File: config.mk
export PLATFORM = sky130hd
export DESIGN_NAME = nic_fifo_if
export DESIGN_NICKNAME = d
export VERILOG_FILES = /design/src/rtl/nic_pkg.sv /design/src/rtl/nic_sync_fifo.sv /design/src/rtl/nic_fifo_if.sv
export SDC_FILE = /design/constraint.sdc
export NUM_CORES = 1
export LEC_CHECK = 0
export CAP_MARGIN = 20
export CORE_ASPECT_RATIO = 1.4
export CORE_MARGIN = 4
export CORE_UTILIZATION = 29
export DETAILED_ROUTE_END_ITERATION = 8
export DONT_BUFFER_PORTS = 1
export SYNTH_ARGS = -nofsm -noshare
export SYNTH_HDL_FRONTEND = slang
export SYNTH_SLANG_ARGS = --single-unit
File: constraint.sdc
create_clock -name clk -period 5.75 [get_ports clk]
set_input_delay 0.8625 -clock clk [delete_from_list [all_inputs] [get_ports clk]]
set_output_delay 0.8625 -clock clk [all_outputs]
set_load 0.005 [all_outputs]
File: src/rtl/nic_pkg.sv
// nic_pkg: register map, status bit layout and polarity-bit helper for the NIC.
package nic_pkg;
  localparam logic [1:0] INPUT_BUFFER  = 2'd0;
  localparam logic [1:0] INPUT_STATUS  = 2'd1;
  localparam logic [1:0] OUTPUT_BUFFER = 2'd2;
  localparam logic [1:0] OUTPUT_STATUS = 2'd3;
  localparam int ST_VALID   = 0;
  localparam int ST_OVF     = 1;
  localparam int ST_FULL    = 2;
  localparam int ST_CNT_LSB = 8;
  function automatic int pol_bit(input int w);
    return w - 1;
  endfunction
endpackage

File: src/rtl/nic_sync_fifo.sv
// nic_sync_fifo: power-of-two synchronous FIFO; a push while full is accepted only alongside a pop.
module nic_sync_fifo #(
  parameter int WIDTH = 64,
  parameter int DEPTH = 4,
  parameter int CNT_W = $clog2(DEPTH + 1)
) (
  input  logic             clk,
  input  logic             reset,
  input  logic             push_i,
  input  logic             pop_i,
  input  logic [WIDTH-1:0] din_i,
  output logic [WIDTH-1:0] head_o,
  output logic             full_o,
  output logic             empty_o,
  output logic [CNT_W-1:0] count_o
);
  localparam int AW = $clog2(DEPTH);
  logic [WIDTH-1:0] mem_q [DEPTH];
  logic [AW-1:0] wr_q, wr_d, rd_q, rd_d;
  logic [CNT_W-1:0] cnt_q, cnt_d;
  logic do_push, do_pop;
  assign empty_o = cnt_q == '0;
  assign full_o  = cnt_q == CNT_W'(DEPTH);
  assign do_pop  = pop_i & !empty_o;
  assign do_push = push_i & (!full_o | do_pop);
  assign head_o  = mem_q[rd_q];
  assign count_o = cnt_q;
  always_comb begin
    wr_d  = do_push ? wr_q + 1'b1 : wr_q;
    rd_d  = do_pop ? rd_q + 1'b1 : rd_q;
    cnt_d = cnt_q + CNT_W'(do_push) - CNT_W'(do_pop);
  end
  always_ff @(posedge clk) begin
    if (reset) begin
      wr_q  <= '0;
      rd_q  <= '0;
      cnt_q <= '0;
    end else begin
      wr_q  <= wr_d;
      rd_q  <= rd_d;
      cnt_q <= cnt_d;
    end
  end
  // storage needs no reset: head is only observed while the FIFO is non-empty
  always_ff @(posedge clk)
    if (do_push) mem_q[wr_q] <= din_i;
endmodule

File: src/rtl/nic_fifo_if.sv
// nic_fifo_if: processor-register to ring-router NIC with input/output FIFOs and sticky overflow status.
module nic_fifo_if
  import nic_pkg::*;
#(
  parameter int DATA_W    = 64,
  parameter int IN_DEPTH  = 4,
  parameter int OUT_DEPTH = 4
) (
  input  logic              clk,
  input  logic              reset,
  input  logic [1:0]        addr,
  input  logic [DATA_W-1:0] d_in,
  input  logic              nicEn,
  input  logic              nicWrEn,
  output logic [DATA_W-1:0] d_out,
  output logic              net_so,
  input  logic              net_ro,
  output logic [DATA_W-1:0] net_do,
  input  logic              net_polarity,
  input  logic              net_si,
  output logic              net_ri,
  input  logic [DATA_W-1:0] net_di
);
  localparam int CNT_W = $clog2((IN_DEPTH > OUT_DEPTH ? IN_DEPTH : OUT_DEPTH) + 1);
  localparam int PB = pol_bit(DATA_W);
  logic [DATA_W-1:0] in_head, out_head, in_st, out_st, d_out_q, d_out_d;
  logic [CNT_W-1:0] in_cnt, out_cnt;
  logic in_full, in_empty, out_full, out_empty;
  logic wr_en, rd_en, out_push, rd_in;
  logic in_ovf_q, in_ovf_d, out_ovf_q, out_ovf_d;
  assign wr_en    = nicEn & nicWrEn;
  assign rd_en    = nicEn & !nicWrEn;
  assign out_push = wr_en & (addr == OUTPUT_BUFFER);
  assign rd_in    = rd_en & (addr == INPUT_BUFFER) & !in_empty;
  assign net_so   = !out_empty & net_ro & (out_head[PB] == ~net_polarity);
  assign net_do   = out_empty ? '0 : out_head;
  assign net_ri   = !in_full | rd_in;
  assign d_out    = d_out_q;
  assign in_st  = (DATA_W'(in_cnt) << ST_CNT_LSB) | (DATA_W'(in_ovf_q) << ST_OVF)
                | (DATA_W'(!in_empty) << ST_VALID);
  assign out_st = (DATA_W'(out_cnt) << ST_CNT_LSB) | (DATA_W'(out_full) << ST_FULL)
                | (DATA_W'(out_ovf_q) << ST_OVF) | (DATA_W'(!out_empty) << ST_VALID);
  // overflow set takes priority over a same-cycle clear
  always_comb begin
    in_ovf_d  = (net_si & in_full & !rd_in) | (in_ovf_q & !(wr_en & (addr == INPUT_STATUS)));
    out_ovf_d = (out_push & out_full & !net_so) | (out_ovf_q & !(wr_en & (addr == OUTPUT_STATUS)));
    d_out_d   = !nicEn ? '0 :
                nicWrEn ? d_out_q :
                addr == INPUT_BUFFER ? (in_empty ? '0 : in_head) :
                addr == INPUT_STATUS ? in_st :
                addr == OUTPUT_STATUS ? out_st : d_out_q;
  end
  always_ff @(posedge clk) begin
    if (reset) begin
      in_ovf_q  <= 1'b0;
      out_ovf_q <= 1'b0;
      d_out_q   <= '0;
    end else begin
      in_ovf_q  <= in_ovf_d;
      out_ovf_q <= out_ovf_d;
      d_out_q   <= d_out_d;
    end
  end
  nic_sync_fifo #(.WIDTH(DATA_W), .DEPTH(IN_DEPTH), .CNT_W(CNT_W)) u_in_fifo (
    .clk(clk), .reset(reset), .push_i(net_si), .pop_i(rd_in), .din_i(net_di),
    .head_o(in_head), .full_o(in_full), .empty_o(in_empty), .count_o(in_cnt)
  );
  nic_sync_fifo #(.WIDTH(DATA_W), .DEPTH(OUT_DEPTH), .CNT_W(CNT_W)) u_out_fifo (
    .clk(clk), .reset(reset), .push_i(out_push), .pop_i(net_so), .din_i(d_in),
    .head_o(out_head), .full_o(out_full), .empty_o(out_empty), .count_o(out_cnt)
  );
endmodule

==> metrics.txt <==
post-synth cell types=37; worst-margin pin slew=around 1.1 ns; hold_ws=slightly above 0.3 ns; status=finished clean; H-tree depth=2; Net Sw Frac=23.6%; Max Cap Violations=0; synthesized area=0.0220 mm2; P_int=about 7.6 mW; filler instances=approximately 7000; total global-route track usage=11.7%; Worst Path Required=about 5 ns; starting density of the core=29.2%; slew margin rel.=between 20% and 30%; core footprint=0.0753 mm2; Mapped Cells=between 1000 and 1500; Main synth FF type=edfxtp_1; CP endpoint kind=output port; initial DRC count=approximately 450; Routed Antenna Nets=0; Psw=about 2.4 mW; # port buffers=0; Cell Area, Placed=0.0231 mm2; WL final=about 48000 um; Tcrit/Tclk final=approximately two thirds; synth top area cells=edfxtp_1, mux4_2, dfxtp_1; initial antenna violation count=0; synthesized net count=about 1200; Synth Area per Inst=between 20 and 25 um2; yosys synthesis warning count=0; Post-synth top cells=edfxtp_1, mux4_2, nor2_1; sequential area share after synthesis=77.4%; peak supply drop=approximately 0.32 mV; Clock Power Share=38.7%; CTS Buf Count=59; # DRC=0; area leader, netlist=edfxtp_1; critical path peak fanout=between 40 and 50; vias in the first global route=10900; CTS Hold Bufs=0; first drt pass iteration count=5; Setup CP Type=reg -> out; CP Launch Type=flop; final cell utilization of the core=approximately 33%; Root Driver=clkbuf_16; Design Area, Final=~0.025 mm2; GRT overflow=0; most frequent cell after synthesis=edfxtp_1; Antenna Cells=0; min Tclk post-route=~3.8 ns; Post-CTS Resized=0; EDFF count, synth=slightly above 500; Yosys reg bits=between 500 and 600; Hold WC Path Type=in -> reg; via count=between 9000 and 10000; RSZ-0062 raised after global routing=false; Routed WL per cell=roughly 23 um; Post CTS Setup Buffer Count=0; count of final hold-check violations=0; final RePlAce weighted congestion=between 0.7 and 0.8; CP arrival=between 2 and 3 ns; latest clock arrival within the worst-skew pair=roughly 0.63 ns; Comb power frac=between 10% and 20%; layout cell share with drive strength beyond 1=between 20% and 30%; Worst-path clk slew=about 0.06 ns; Clock Skew=between 0.02 and 0.03 ns; PwrDens=approximately 400 mW/mm2; CTS tree=yes; Fmax=around 260 MHz; drt via density=4.67; Static Leak=7.66 nW; largest net degree at the start of global routing=between 60 and 70; dpl hpwl=between 20000 and 30000 um; IO Count=267; die outline height=334 um; Area Overhead vs Synth=14.2%; Die X=241 um; num rows=between 100 and 150; max-slew violations=0; Async SR Flop Fraction=0%; Max Root-Sink Buffers=3; die footprint=0.0805 mm2; Setup TNS=0 ns; top-area cell type share of the netlist area=between 60% and 70%; first-pass GRT wire length=between 70000 and 80000 um; R2R setup slack=around 2.6 ns; clk sinks=596; endpoints failing setup=0; Final nets=approximately 1200; sequential group share of total power=roughly half
-- flip-flops by register name (all words and copies together), names as in the netlist, 2 cells and up, named ones only --
name	cells
u_in_fifo.mem_q	256
u_out_fifo.mem_q	256
d_out	64
u_in_fifo.count_o	3
u_out_fifo.count_o	3
u_in_fifo.rd_q	2
u_in_fifo.wr_q	2
u_out_fifo.rd_q	2
u_out_fifo.wr_q	2
-- cells by family (layout without fill, tap and decap cells) --
family,after synthesis,after routing,synth area share [%]
DFF,596,596,77.4
and+or+nand+nor,179,179,3.98
muxes,130,130,13.2
AOI/OAI and AO/OA,78,78,2.72
buffers and inverters,73,139,1.36
adders and majority gates,14,14,0.863
xor gates and xnor gates,10,10,0.432
-- power groups by stage --
stage,logic (mW),registers [mW],clock network (mW)
after floorplan,0.792,5.11,0
final,1.05,5.07,3.86
after global placement,1.05,5.15,0
after CTS,1.07,5.08,4.01
after detailed placement,1.07,5.17,0
after global routing,1.17,5.10,4.19
-- final cells by class --
type                            instances  area, um2  share of cell area (%)
Inverter                               16       60.1                   0.239
Clock inverter                         32        320                    1.27
Sequential cell                       596      17100                    67.9
Tap cell                              968       1210                    4.82
Clock buffer                           80       1660                    6.59
Timing Repair Buffer                   11        115                   0.458
Multi-Input combinational cell        411       4720                    18.8
-- cell usage in the layout (no fill, tap or decap), drive strengths merged, types with 2 or more instances in the layout --
cell type  Yosys  routed
and2          69      69
clkinv         0      17
clkinvlp       0       3
buf           18      11
ha            12      12
nand2          7       7
edfxtp       512     512
nand3          2       2
a22oi         58      58
and3           4       4
clkbuf        39      80
xnor2          8       8
or3            2       2
mux4         128     128
a211oi         5       5
bufinv         0       4
a21oi          3       3
a222oi         4       4
nor2b          3       3
fa             2       2
xor2           2       2
inv           16      24
nor3           4       4
dfxtp         84      84
nor2          88      88
-- path summary, 6_finish.rpt --
| path | from | end | depth (start not counted) |
|---|---|---|---|
| setup / recovery | flop | net_do[56] | 3 |
| hold reg to reg | u_out_fifo.wr_q[1] | u_out_fifo.wr_q[1] | 2 |
| setup reg to reg | flop | u_out_fifo.mem_q[3][32] | 5 |
| hold / removal | reset | u_out_fifo.count_o[0] | 1 |
-- per-layer routing --
layer	track usage (%)	up-vias	share of wire, %
met5	0	-	0
met4	3.04	0	2.1
met3	6.05	59	12
met2	20.5	331	51
met1	12.4	5120	35
li1	-	4372	-
-- through the flow --
step	total power, mW	worst slack, ns	instances
floorplan	5.90	2.02	1080
global placement	6.20	1.90	1999
detailed placement	6.24	1.84	1999
CTS	10.2	1.75	2111
global route	10.5	1.64	2114
finish	9.98	1.92	2114
-- critical path, stage by stage (launching register included) --
cell and delay, ns:
dfxtp_4 0.67, buf_4 0.78, mux4_2 0.62, and2_1 0.19
(Power assumes the default switching activity.)
==> edit 1 (same flow settings) <==
Put a register stage on the outputs `net_do` and `net_ri`. The values now appear one clock later. The other outputs are not delayed to match.
--- a/src/rtl/nic_fifo_if.sv
+++ b/src/rtl/nic_fifo_if.sv
@@ -35,4 +35,6 @@
   assign net_so   = !out_empty & net_ro & (out_head[PB] == ~net_polarity);
-  assign net_do   = out_empty ? '0 : out_head;
-  assign net_ri   = !in_full | rd_in;
+  always_ff @(posedge clk) begin
+    net_do <= out_empty ? '0 : out_head;
+    net_ri <= !in_full | rd_in;
+  end
   assign d_out    = d_out_q;
Function: changed (Yosys sat finds a counterexample within 4 cycles, from zero or initial values and one cycle with reset high).
==> edit 1 against the unedited design <==
  * Total power rose by 11%
  * Register-to-register slack got worse by 450 ps
  * Sequential cell count rose by 65
  * Largest cell class unchanged
  * Worst setup slack improved by 220 ps
  * Critical endpoint is now u_out_fifo.mem_q[0][48]
  * Die area rose by 5.8%
  * Area after synthesis rose by 6.0%
  * Clock power rose by 12%
  * Wire length rose by 5.1%
  * Maximum frequency rose by 6.2%
  * Largest power group unchanged
  * Highest routed layer unchanged
  * Design area rose by 6.9%
==> edit 1: results (changes against the unedited design) <==
status -> completed (unchanged)
Pleak -> 8.30 nW (was 7.66 nW)
final hold slack -> 326 ps (was 302 ps)
top cells by area, synth -> edfxtp_1, dfxtp_1, mux4_2, and2_1, a22oi_1 (was edfxtp_1, mux4_2, dfxtp_1, a22oi_1, and2_1)
Post-CTS Setup Inserts -> 0 (unchanged)
Synth cell types -> 38 (was 37)
R2R depth -> 5 (unchanged)
Worst-Skew Late Latency -> 600 ps (was 630 ps)
drt pass-1 iters -> 5 (unchanged)
P_seq -> 0.00578 W (was 0.00507 W)
layout net count -> 1319 (was 1246)
pre-CTS setup slack -> 2000 ps (was 1840 ps)
Placed Instances -> 2150 (was 1999)
routed vias/inst -> 4.57 (was 4.67)
vias in the first global route -> 11307 (was 10908)
instance count of the mapped netlist -> 1147 (was 1080)
Fillers -> 7422 (was 7132)
total track usage -> 11.7% (about the same)
cts bufs inserted -> 68 (was 59)
Syn. warnings -> 0 (unchanged)
largest net degree at the start of global routing -> 67 (was 68)
routability cong. -> 0.702 (about the same)
initial antenna violation count -> 2 (was 0)
CP peak stage delay -> 890 ps (was 780 ps)
worst hold start -> reset (unchanged)
Comb. pwr -> 0.000965 W (was 0.00105 W)
detailed placement HPWL -> 29.8 mm (was 29.0 mm)
Crit-path slowest cell -> and2_4 (was buf_4)
CP delay by family, top -> simple AND/OR/NAND/NOR gates (was buffers and inverters)
Net Sw Power -> 0.00260 W (was 0.00235 W)
Max IR drop VDD -> 0.276 mV (was 0.316 mV)
Worst Hold Class -> primary input to flip-flop (unchanged)
crit-path max FO -> 64 (was 41)
Port Buf Inserts -> 0 (unchanged)
Root Driver -> clkbuf_16 (unchanged)
H-tree Lvls -> 3 (was 2)
biggest regs -> u_in_fifo.mem_q (256), u_out_fifo.mem_q (256)
number of flops mapped to enable cells by yosys -> 512 (unchanged)
layout cells sized above 1 -> 21.2% (was 22.3%)
slew margin rel. -> 26.1% (was 29.1%)
post-synthesis sequential area ratio -> 78.6% (was 77.4%)
total number of vias -> 10485 (was 9882)
CTS clk-pin slew, worst paths -> 60 ps (about the same)
top cells by count, synth -> edfxtp_1, dfxtp_1, mux4_2 (was edfxtp_1, mux4_2, nor2_1)
first-pass GRT wire length -> 74.4 mm (was 70.7 mm)
Setup Skew -> 19.3 ps (was 26.2 ps)
DR iter-0 viols -> 545 (was 448)
ys flop type -> edfxtp_1 (unchanged)
WP data arrival -> 3810 ps (was 2960 ps)
post-placement cell area -> 0.0245 mm2 (was 0.0231 mm2)
clk buf depth -> 3 (unchanged)
wire length per cell -> 22.0 um (was 22.6 um)
terminus of the critical flop-to-flop path -> u_out_fifo.mem_q[0][48] (was u_out_fifo.mem_q[3][32])
Worst R2R Setup Slack -> 2150 ps (was 2600 ps)
edit 1: worst max-delay path by stage:
stage | start | to | slack, ps
final | flip-flop | u_out_fifo.mem_q[0][48] | 2150
after global routing | flip-flop | u_out_fifo.mem_q[1][54] | 1770
after CTS | flip-flop | u_out_fifo.mem_q[0][5] | 1960
after detailed placement | flip-flop | u_out_fifo.mem_q[0][5] | 2000
after global placement | flip-flop | u_out_fifo.mem_q[0][4] | 2060
after floorplan | nicWrEn | u_in_fifo.mem_q[0][0] | 2100
edit 1: cells by family (layout without fill, tap and decap cells):
kind of cell | count (synthesis) | in the layout | synth area share (%)
other cells | 0 | 13 | 0
xor+xnor | 11 | 11 | 0.445
mux | 130 | 130 | 12.5
buf+inv | 69 | 147 | 1.25
simple gates | 188 | 188 | 4.03
fa+ha+maj | 13 | 13 | 0.761
compound gates | 75 | 75 | 2.43
flops | 661 | 661 | 78.6
edit 1: final cells by class:
class	count	share of cell area, %
clock inverters	36	1.41
clock buffers	90	6.86
repair buffers	11	0.577
inverters	10	0.140
flip-flops and latches	661	68.4
well taps	1054	4.91
multi-input cells	417	17.6
diodes	13	0.121
edit 1: layer usage:
| layer | part of all wire (%) | wire length, um | vias up | track usage (%) |
|---|---|---|---|---|
| li1 | - | - | 4620 | - |
| met1 | 36 | 18000 | 5436 | 12.4 |
| met2 | 48 | 24400 | 354 | 19.5 |
| met3 | 14 | 6840 | 75 | 6.77 |
| met4 | 2.2 | 1120 | 0 | 3.92 |
| met5 | 0 | 0 | - | 0 |
edit 1: stage by stage:
step | power (W) | util [%]
after CTS | 0.0113 | 33.7
after floorplan | 0.00652 | -
final | 0.0111 | 33.8
after detailed placement | 0.00689 | 30.9
after global placement | 0.00686 | 30.8
after global routing | 0.0116 | 33.8
==> edit 2 (config.mk and constraints unchanged) <==
Without the edit above. Change the parameter `DATA_W` from 64 to 128.
--- a/src/rtl/nic_fifo_if.sv
+++ b/src/rtl/nic_fifo_if.sv
@@ -4,3 +4,3 @@
 #(
-  parameter int DATA_W    = 64,
+  parameter int DATA_W    = 128,
   parameter int IN_DEPTH  = 4,
Ports: changed (resized d_in, d_out, net_di and net_do); port bits go from 267 to 523. The function was not compared with the original's and may differ.
==> edit 2 against the unedited design <==
  * Area after synthesis rose by 95%
  * Clock skew up 5.6 ps
  * Critical path type unchanged
  * Wire length increased by 110%
  * Register-to-register slack worse by 680 ps
  * Largest cell class unchanged
  * Critical path depth is the same
  * First-iteration DRC count increased to 2.9 times the old value
  * Count of clock-buffer cells in the layout is 52 higher
  * Highest routed layer is now met5
  * Worst setup slack worse by 320 ps
  * Sequential cell count is 576 higher
  * Design area up 94%
  * Maximum frequency fell by 7.8%
  * Total power grew 90%
  * Largest power group unchanged
  * Sequential share of layout area grew 1.1 points
  * Utilization down 0.060 points
==> edit 2: results (changes against the unedited design) <==
Worst-Skew Late Latency -> 710 ps (was 630 ps)
largest net degree at the start of global routing -> 123 (was 68)
Worst R2R Setup Slack -> 1920 ps (was 2600 ps)
Worst Tran Pin Value -> 1110 ps (was 1060 ps)
Port Buf Inserts -> 0 (unchanged)
met1 WL -> 35.1 mm (was 16.8 mm)
status -> completed (unchanged)
met2 WL -> 45.2 mm (was 24.3 mm)
Setup Skew -> 31.7 ps (was 26.2 ps)
routability cong. -> 0.780 (was 0.702)
final std cells w/o fill -> 4096 (was 2114)
H-tree Lvls -> 3 (was 2)
fin worst setup slack -> 1600 ps (was 1920 ps)
Root Driver -> clkbuf_16 (unchanged)
Placed Instances -> 3885 (was 1999)
WP data arrival -> 3290 ps (was 2960 ps)
clk buf depth -> 3 (unchanged)
Pleak -> 14.7 nW (was 7.66 nW)
Syn Nets -> 2315 (was 1231)
post-synthesis sequential area ratio -> 78.5% (was 77.4%)
Syn. warnings -> 0 (unchanged)
Post-CTS Setup Inserts -> 0 (unchanged)
layout net count -> 2343 (was 1246)
number of flops mapped to enable cells by yosys -> 1024 (was 512)
final WL -> 102 mm (was 47.9 mm)
drt pass-1 iters -> 5 (unchanged)
layout cells sized above 1 -> 22.1% (was 22.3%)
DR iter-0 viols -> 1304 (was 448)
initial antenna violation count -> 12 (was 0)
first-pass GRT wire length -> 148 mm (was 70.7 mm)
total number of vias -> 19316 (was 9882)
top cells by area, synth -> edfxtp_1, mux4_2, dfxtp_1, a22oi_1, and2_1 (unchanged)
top cells by count, synth -> edfxtp_1, mux4_2, dfxtp_1 (was edfxtp_1, mux4_2, nor2_1)
pre-CTS setup slack -> 1850 ps (was 1840 ps)
post-synthesis async set-or-reset flop share -> 0% (unchanged)
Max IR drop VDD -> 0.300 mV (was 0.316 mV)
total track usage -> 13.0% (was 11.7%)
CTS clk-pin slew, worst paths -> 60 ps (about the same)
cts bufs inserted -> 109 (was 59)
Synth cell types -> 38 (was 37)
Worst Hold Class -> primary input to flip-flop (unchanged)
vias in the first global route -> 20569 (was 10908)
met3 wire len -> 19.3 mm (was 5.81 mm)
post_cts resized -> 0 (unchanged)
instance count of the mapped netlist -> 2036 (was 1080)
crit-path max FO -> 72 (was 41)
DR top layer -> met5 (was met4)
detailed placement HPWL -> 68.0 mm (was 29.0 mm)
[edit 2: path summary, 6_finish.rpt]
path / from / cells after the start / to
worst min register to register: out_ovf_q / 2 / out_ovf_q
worst max-delay path: flip-flop / 3 / net_do[95]
worst min-delay path: reset / 1 / flip-flop
worst max register to register: flip-flop / 6 / u_out_fifo.mem_q[2][33]
[edit 2: cell families (layout without fill, tap and decap cells)]
family	Yosys count	after routing	synth area share [%]
flip-flops	1172	1172	78.5
AND/OR/NAND/NOR	312	312	3.65
multiplexers	258	258	13.5
AO/OA/AOI/OAI	139	139	2.44
buffers and inverters	131	249	1.24
adder cells (fa/ha/maj)	14	14	0.443
XOR/XNOR	10	10	0.221
other	0	10	0
[edit 2: layer usage]
metal,vias up,global-route usage [%]
met5,-,0
met4,14,4.29
met3,141,10.2
met2,930,19.3
met1,9914,14.1
li1,8317,-
[edit 2: per-stage QoR]
stage	hold slack, ps	cell area [um2]
global placement	456	45300
detailed placement	452	45300
CTS	136	48800
floorplan	428	42900
global route	171	48800
finish	227	48900
[edit 2: where the power goes]
part / internal (W) / total [W] / switching (W) / leakage (nW)
Clock: 0.00391 / 0.00702 / 0.00311 / 1.73
Combinational: 0.000794 / 0.00204 / 0.00124 / 2.43
Sequential: 0.00976 / 0.00993 / 0.000165 / 10.5
[edit 2: cell type report]
cell class	count	area (um2)
fillers	13777	97800
flip-flops and latches	1172	33700
multi-input cells	733	8740
clock buffers	132	2860
well taps	1932	2420
clock inverters	69	678
repair buffers	32	353
inverters	16	60.1
diodes	10	25.0
[edit 2: critical path, stage by stage (launching register included)]
cell and delay, ps:
dfxtp_4 900, buf_4 960, mux4_2 430, and2_1 230
